`src/rtl/bht_resolve_queue.sv`:
```
// rtl/bht_resolve_queue.sv - in-order resolution queue feeding BHT updates; BHT_RQ_TARG_CHECK_EN enables resolved-target checking
`ifndef BHT_IDX_WIDTH
`define BHT_IDX_WIDTH 10
`endif

package bht_rq_pkg;
    typedef enum logic [1:0] {INIT = 2'd0, PRIV = 2'd1, USER = 2'd2} domain_t;
endpackage

module bht_resolve_queue
    import bht_rq_pkg::*;
#(
    parameter int DEPTH = 8,
    parameter int IDX_W = `BHT_IDX_WIDTH,
    parameter int TAG_W = $clog2(DEPTH)
) (
    input  logic             clk_i,
    input  logic             rst_ni,
    input  logic             alloc_valid_i,
    output logic             alloc_ready_o,
    input  logic [IDX_W-1:0] alloc_idx_i,
    input  domain_t          alloc_domain_i,
    input  logic             alloc_pred_i,
    input  logic [31:0]      alloc_targ_i,
    output logic [TAG_W-1:0] alloc_tag_o,
    input  logic             res_valid_i,
    input  logic [TAG_W-1:0] res_tag_i,
    input  logic             res_taken_i,
    input  logic [31:0]      res_targ_i,
    input  logic             flush_i,
    output logic             upd_valid_o,
    input  logic             upd_ready_i,
    output logic [IDX_W-1:0] upd_idx_o,
    output domain_t          upd_domain_o,
    output logic             upd_taken_o,
    output logic [31:0]      upd_targ_o,
    output logic             upd_mispred_o,
    output logic [TAG_W:0]   count_o,
    output logic             full_o,
    output logic             empty_o,
    output logic             err_o
);
    localparam logic [TAG_W:0] FULL_CNT = (TAG_W+1)'(DEPTH);

    logic [TAG_W-1:0] head, tail;
    logic [TAG_W:0]   count;
    logic [DEPTH-1:0] ent_valid, ent_res, ent_pred, ent_taken;
    logic [IDX_W-1:0] ent_idx   [DEPTH];
    domain_t          ent_dom   [DEPTH];
    logic [31:0]      ent_ptarg [DEPTH];
    logic             alloc_fire, retire_fire, res_hit, head_mis;
    logic [31:0]      head_targ;

    assign full_o        = (count == FULL_CNT);
    assign empty_o       = (count == '0);
    assign count_o       = count;
    assign alloc_tag_o   = tail;
    assign alloc_ready_o = !full_o && !flush_i;

    assign alloc_fire  = alloc_valid_i && alloc_ready_o;
    assign res_hit     = res_valid_i && !flush_i && ent_valid[res_tag_i] && !ent_res[res_tag_i];
    // A retire needs room in the output register; flush takes priority.
    assign retire_fire = !flush_i && ent_valid[head] && ent_res[head] && (!upd_valid_o || upd_ready_i);

`ifdef BHT_RQ_TARG_CHECK_EN
    logic [31:0] ent_rtarg [DEPTH];
    always_ff @(posedge clk_i) begin
        if (res_hit) ent_rtarg[res_tag_i] <= res_targ_i;
    end
    assign head_mis  = (ent_pred[head] != ent_taken[head]) ||
                       (ent_taken[head] && (ent_ptarg[head] != ent_rtarg[head]));
    assign head_targ = ent_rtarg[head];
`else
    logic unused_res_targ;
    assign unused_res_targ = ^res_targ_i;
    assign head_mis  = (ent_pred[head] != ent_taken[head]);
    assign head_targ = ent_ptarg[head];
`endif

    // Payload needs no reset: it is only read while the matching valid bit is set.
    always_ff @(posedge clk_i) begin
        if (alloc_fire) begin
            ent_idx[tail]   <= alloc_idx_i;
            ent_dom[tail]   <= alloc_domain_i;
            ent_pred[tail]  <= alloc_pred_i;
            ent_ptarg[tail] <= alloc_targ_i;
        end
        if (res_hit) ent_taken[res_tag_i] <= res_taken_i;
    end

    always_ff @(posedge clk_i or negedge rst_ni) begin
        if (!rst_ni) begin
            head          <= '0;
            tail          <= '0;
            count         <= '0;
            ent_valid     <= '0;
            ent_res       <= '0;
            err_o         <= 1'b0;
            upd_valid_o   <= 1'b0;
            upd_idx_o     <= '0;
            upd_domain_o  <= INIT;
            upd_taken_o   <= 1'b0;
            upd_targ_o    <= '0;
            upd_mispred_o <= 1'b0;
        end else begin
            if (flush_i) begin
                head      <= '0;
                tail      <= '0;
                count     <= '0;
                ent_valid <= '0;
                ent_res   <= '0;
            end else begin
                if (alloc_fire) begin
                    ent_valid[tail] <= 1'b1;
                    ent_res[tail]   <= 1'b0;
                    tail            <= tail + TAG_W'(1);
                end
                if (res_valid_i) begin
                    if (res_hit) ent_res[res_tag_i] <= 1'b1;
                    else         err_o              <= 1'b1;
                end
                if (retire_fire) begin
                    ent_valid[head] <= 1'b0;
                    head            <= head + TAG_W'(1);
                end
                count <= count + (TAG_W+1)'(alloc_fire) - (TAG_W+1)'(retire_fire);
            end
            // The output register survives a flush: its contents are already resolved.
            if (retire_fire) begin
                upd_valid_o   <= 1'b1;
                upd_idx_o     <= ent_idx[head];
                upd_domain_o  <= ent_dom[head];
                upd_taken_o   <= ent_taken[head];
                upd_targ_o    <= head_targ;
                upd_mispred_o <= head_mis;
            end else if (upd_ready_i) begin
                upd_valid_o <= 1'b0;
            end
        end
    end
endmodule
```
`config.mk`:
```
export PLATFORM = sky130hd
export DESIGN_NAME = bht_resolve_queue
export DESIGN_NICKNAME = d
export VERILOG_FILES = /design/src/rtl/bht_resolve_queue.sv
export SDC_FILE = /design/constraint.sdc
export NUM_CORES = 1
export LEC_CHECK = 0
export CAP_MARGIN = 15
export CELL_PAD_IN_SITES_DETAIL_PLACEMENT = 1
export CELL_PAD_IN_SITES_GLOBAL_PLACEMENT = 1
export CORE_MARGIN = 1
export CORE_UTILIZATION = 56
export CTS_BUF_LIST = sky130_fd_sc_hd__clkbuf_4
export CTS_CLUSTER_SIZE = 28
export DETAILED_ROUTE_END_ITERATION = 7
export GPL_ROUTABILITY_DRIVEN = 0
export MAX_ROUTING_LAYER = met4
export PLACE_DENSITY_LB_ADDON = 0.1
export SLEW_MARGIN = 15
export SYNTH_ARGS = -nofsm -noshare
export SYNTH_HDL_FRONTEND = slang
export SYNTH_SLANG_ARGS = --single-unit
```
`constraint.sdc`:
```
create_clock -name clk_i -period 8.1 [get_ports clk_i]
set_input_delay 1.62 -clock clk_i [delete_from_list [all_inputs] [get_ports clk_i]]
set_output_delay 1.62 -clock clk_i [all_outputs]
set_load 0.02 [all_outputs]
```
==> results.py <==
metrics = {
    "hold_path": {
        "hold_class": "flop to flop",
        "min_to": "err_o",
        "hp-start": "err_o",
        "hold_depth": 1,
    },
    "routing": {
        "firstDrtPassIters": 5,
        "drt_iter0_markers": 805,
        "finalWirelength_um": 41200,
        "drtAntennaViolNets": 0,
        "drc": 0,
        "routed_via_density": 5.94,
        "vias": 9659,
        "post_drt_wl_per_cell_um": 25.3,
    },
    "global_route": {
        "grt_pass1_vias": 10700,
        "antenna_found_initial": 5,
        "grt_usage_pct": 28.0,
        "grt_pass1_wl_um": 62400,
        "grt-ovfl-total": 0,
        "grt_max_degree": 62,
    },
    "pwr": {
        "sw_frac_of_total_pct": 22.5,
        "power.density_mw_per_mm2": 233,
        "clkPwrFrac_pct": 41.1,
        "combinationalPowerShare_pct": 5.4,
        "p_int_w": 0.00371,
        "ir_drop_mv": 0.177,
        "pwr-share-seq_pct": 53.5,
        "cellLeakagePower_nw": 7.15,
        "total_power_w": 0.00479,
        "p_sw_w": 0.00107,
    },
    "synthesis": {
        "yosysWarnings": 0,
        "yosysTopAreaCellShare_pct": 63.1,
        "synth_cell_type_count": 64,
        "synthArstFlopShare_pct": 16.7,
        "syn-num-nets": 1032,
        "synthCells": 936,
        "ys_top_cells_by_area": "edfxtp_1 63%, dfrtp_1 11%, mux4_2 5.4%, mux2_2 3.8%, mux2i_1 1.9%",
        "ys_dominant_reg_cell": "edfxtp_1",
        "synth_top_cell_by_area": "edfxtp_1",
        "synth-seq-cells": 442,
        "ys_seq_area_share_pct": 73.7,
        "avgSynthCellArea_um2": 18.7,
        "syn_area_mm2": 0.0175,
        "synth_edf_count": 368,
    },
    "floorplan": {
        "fp.coreArea_mm2": 0.0307,
        "num_rows": 64,
        "start_util_pct": 57.1,
        "ios": 145,
        "dieArea_mm2": 0.0320,
        "die_w_um": 179,
        "die_h_um": 179,
    },
    "clocking": {
        "hold_buffers": 0,
        "cts_buffers": 111,
        "post_cts_buffers": 0,
        "cts-root-buf": "clkbuf_4",
        "cts.clk_slew.worst_paths_ps": 50,
        "post_cts_resized": 0,
        "clkSinkCount": 442,
        "cts_tree": "done",
        "cts.htree.levels": 3,
        "cts_buffer_depth": 3,
        "clkLatencyLatePin_ps": 810,
    },
    "final_layout": {
        "ff_latch_area_mm2": 0.0129,
        "multi_input_comb_area_mm2": 0.00423,
        "fin_area_mm2": 0.0205,
        "final_common_cell": "edfxtp_1",
        "drive_above_1_share_pct": 28.0,
        "final_cell_mix": "368 x edfxtp_1, 186 x clkbuf_4, 111 x clkdlybuf4s50_1, 71 x dfrtp_1, 59 x mux2_2",
        "nets": 1223,
        "fin_cells": 1625,
        "area_growth_pct": 17.2,
        "fillCellCount": 2658,
    },
    "timing": {
        "hold_viol": 0,
        "rsz0062_at_grt": "no",
        "maxSlewHeadroom_pct": 19.6,
        "finalSetupTns_ps": 0,
        "drv_slew": 0,
        "tightest_slew_ps": 1210,
        "finalClockSkew_ps": 60.4,
        "setup_violations": 0,
        "fin_crit_sh_pct": 57.0,
        "min_period_ps": 4620,
        "fin_hold_ws_ps": 478,
        "fmax_ghz": 0.216,
    },
    "setup_path": {
        "crit_path_start_kind": "primary input",
        "arrival_ps": 3000,
        "r2r-end": "count_o[2]",
        "rr_worst_depth": 11,
        "cp_max_fo": 22,
        "end_kind": "output pin",
        "reg2reg_slack_ps": 3760,
        "r2r-start": "head[2]",
        "cp.required_ps": 6480,
        "critPathKind": "primary input to output pin",
    },
    "run": {
        "max-cap-violations": 0,
    },
    "place": {
        "place_hpwl_um": 22400,
        "placed_cells": 1410,
        "placed_cell_area_mm2": 0.0190,
        "port_buffers": 112,
    },
    "outcome": {
        "status": "complete, no violations",
    },
}
synth_stat cells, drive strengths merged, types with 8 or more instances:
cell and n:
a21oi 30, a221oi 17, a22o 11, a22oi 27
buf 39, clkbuf 14, dfrtp 74, edfxtp 368
ha 8, inv 17, mux2 78, mux2i 33
mux4 52, nand2 29, nor2 27, nor2b 10
nor3 8, o21ai 14
power groups by stage:
stage / clock (W) / sequential [W] / combinational, W
2_1_floorplan: 0 / 0.00261 / 0.000118
3_3_place_gp: 0 / 0.00261 / 0.000252
3_5_place_dp: 0 / 0.00261 / 0.000260
4_1_cts: 0.00202 / 0.00256 / 0.000262
5_1_grt: 0.00211 / 0.00257 / 0.000280
6_report: 0.00197 / 0.00256 / 0.000258
area by class of cell:
cell class                      instances  share of cell area (%)
Clock buffer                          186                    6.81
Inverter                               19                   0.348
Multi-Input combinational cell        422                    20.6
Tap cell                              396                    2.41
Antenna cell                            5                  0.0610
Timing Repair Buffer                  131                    6.15
Sequential cell                       442                    62.9
Clock inverter                         24                   0.653
state kept, by name (all words and copies together) (netlist names):
signal / count
alloc_tag_o: 3
count_o: 4
ent_dom: 16
ent_idx: 80
ent_pred: 8
ent_ptarg: 256
ent_res: 8
ent_taken: 8
ent_valid: 8
err_o: 1
head: 3
upd_domain_o: 2
upd_idx_o: 10
upd_mispred_o: 1
upd_taken_o: 1
upd_targ_o: 32
upd_valid_o: 1
through the flow:
stage                     utilization (%)  worst slack [ps]
final                                66.9              3480
after global routing                 66.9              3450
after floorplan                         -              2270
after detailed placement             61.9              3480
after global placement               61.9              3480
after CTS                            66.9              3470
per-layer routing:
metal  routed length, µm  track usage [%]  vias up
met1               17300             35.4     5001
met3                2440             6.47       75
met5                   0                -        -
met4                1080             11.8        0
li1                    -                -     4254
met2               20400             43.8      329
how the worst max path moves through the flow:
| stage | from | to | depth (start not counted) |
|---|---|---|---|
| after floorplan | flush_i | ent_valid[6] | 5 |
| after global placement | flush_i | alloc_ready_o | 4 |
| after detailed placement | flush_i | alloc_ready_o | 4 |
| after CTS | flush_i | alloc_ready_o | 4 |
| after global routing | flush_i | alloc_ready_o | 4 |
| final | flush_i | alloc_ready_o | 4 |
cells by family (layout without fill, tap and decap cells):
group                    after synthesis  after routing  synth area share (%)
AO/OA/AOI/OAI                        144            144                  6.10
XOR/XNOR                               5              5                 0.250
adder cells (fa/ha/maj)                9              9                 0.686
buffers and inverters                 72            360                  2.40
flip-flops                           442            442                  73.7
multiplexers                         163            163                  14.0
other                                  0              5                     0
AND/OR/NAND/NOR                      101            101                  2.92
critical path, stage by stage:
cell,delay (ps)
clkdlybuf4s50_1,460
buf_4,280
nor2_1,80
clkdlybuf4s50_1,550
(Power assumes the default switching activity.)
==> edit: new RTL, same flow settings <==
Change the macro `BHT_IDX_WIDTH` from 10 to 12.
--- a/src/rtl/bht_resolve_queue.sv
+++ b/src/rtl/bht_resolve_queue.sv
@@ -1,5 +1,5 @@
 // rtl/bht_resolve_queue.sv - in-order resolution queue feeding BHT updates; BHT_RQ_TARG_CHECK_EN enables resolved-target checking
 `ifndef BHT_IDX_WIDTH
-`define BHT_IDX_WIDTH 10
+`define BHT_IDX_WIDTH 12
 `endif
 
Ports: changed (resized alloc_idx_i and upd_idx_o); port bits go from 145 to 149. The function was not compared with the original's and may differ.
==> edit against the original RTL <==
  * Setup slack worse by 0.020 ns
  * Sequential cell count is 18 higher
  * Critical path type unchanged
  * Routed wire length up 8.4%
  * Fmax shrank 0.44%
  * Synthesized area rose by 3.2%
  * Via count rose by 8.2%
  * Final area is 3.0% higher
Power is not compared: it rests on default switching activity, and its combinational part moved more than twofold at a synthesized area within 25%.
==> edit: results (changes against the original RTL) <==
status: finished clean (unchanged)
Port Buf Inserts: 116 (was 112)
Hold Startpoint: upd_targ_o[14] (was err_o)
Top Registers: ent_ptarg: 256 flops, ent_idx: 96 flops, upd_targ_o: 32 flops (was ent_ptarg: 256 flops, ent_idx: 80 flops, upd_targ_o: 32 flops)
Post-synth EDFFs: 384 (was 368)
WP data arrival: 3.02 ns (was 3.00 ns)
pin count of the biggest net entering global routing: 59 (was 62)
Detailed Route Iter0 Violations: 780 (was 805)
Finished Cell Area: 0.0211 mm2 (was 0.0205 mm2)
DR WL met2: 22,200 um (was 20,400 um)
Hold Path End: upd_targ_o[14] (was err_o)
DPL Wire Length: 24,200 um (was 22,400 um)
layout cell share with drive strength beyond 1: 0.266 (was 0.280)
Critical Path Max Stage Delay: 0.54 ns
synth top area cells: edfxtp_1 (64%), dfrtp_1 (11%), mux4_2 (4.9%) (was edfxtp_1 (63%), dfrtp_1 (11%), mux4_2 (5.4%))
first-pass GRT wire length: 67,700 um (was 62,400 um)
total routing usage reported by global routing: 0.289 (was 0.280)
share of synthesized registers carrying an async set or reset: 0.165 (was 0.167)
Final nets: 1,307 (was 1,223)
WL met3: 2710 um (was 2440 um)
DR pass1 iterations: 6 (was 5)
max_slew headroom: 0.203 (was 0.196)
most common library cells after synthesis: edfxtp_1 (384), dfrtp_1 (76), mux2_2 (68) (was edfxtp_1 (368), dfrtp_1 (74), mux2_2 (59))
Place WS: 3.07 ns (was 3.48 ns)
Mean Syn Cell Area: 17.7 um2 (was 18.7 um2)
Clk Latency, worst-skew pair: 0.79 ns (was 0.81 ns)
worst r2r path cells: 7 (was 11)
initial antenna violation count: 2 (was 5)
Yosys Warn Count: 0 (unchanged)
post-synth net total: 1,120 (was 1,032)
GR Util met3: 0.0548 (was 0.0647)
wire length on met1: 18,400 um (was 17,300 um)
placed inst area: 0.0196 mm2 (was 0.0190 mm2)
vias: 10,448 (was 9,659)
filler cell count: 2,754 (was 2,658)
routing usage on met2: 0.460 (was 0.438)
Critical Path End: alloc_ready_o (unchanged)
drt total wl: 44,600 um (was 41,200 um)
f_max: 0.216 GHz (about the same)
M1 GR Usage: 0.368 (was 0.354)
clk_skew: 0.0462 ns (was 0.0604 ns)
sequential-to-total area share from yosys stat: 0.744 (was 0.737)
r2r setup slk: 4.17 ns (was 3.76 ns)
crit-path max FO: 22 (unchanged)
==> edit: cell families after synthesis <==
family / Yosys count / synth area share
XOR/XNOR: 5 / 0.00242
flip-flops: 460 / 0.744
buffers and inverters: 80 / 0.0247
adder cells (fa/ha/maj): 9 / 0.00665
AND/OR/NAND/NOR: 132 / 0.0348
AO/OA/AOI/OAI: 201 / 0.0806
multiplexers: 135 / 0.107
==> edit: cell type report <==
type | instances | share of cell area
Sequential cell | 460 | 0.636
Multi-Input combinational cell | 482 | 0.201
Clock buffer | 184 | 0.0654
Timing Repair Buffer | 139 | 0.0630
Tap cell | 402 | 0.0238
Clock inverter | 23 | 0.00811
Inverter | 15 | 0.00266
Antenna cell | 2 | 0.000237
==> edit: power breakdown <==
| group | switching, mW | internal, mW |
|---|---|---|
| logic | 0.309 | 0.251 |
| registers | 0.0700 | 2.71 |
| clock network | 0.909 | 1.12 |
==> edit: critical path, delay by kind of cell <==
family                 cells  cell delay (ns)
buffers and inverters      3             1.29
and+or+nand+nor            1             0.09
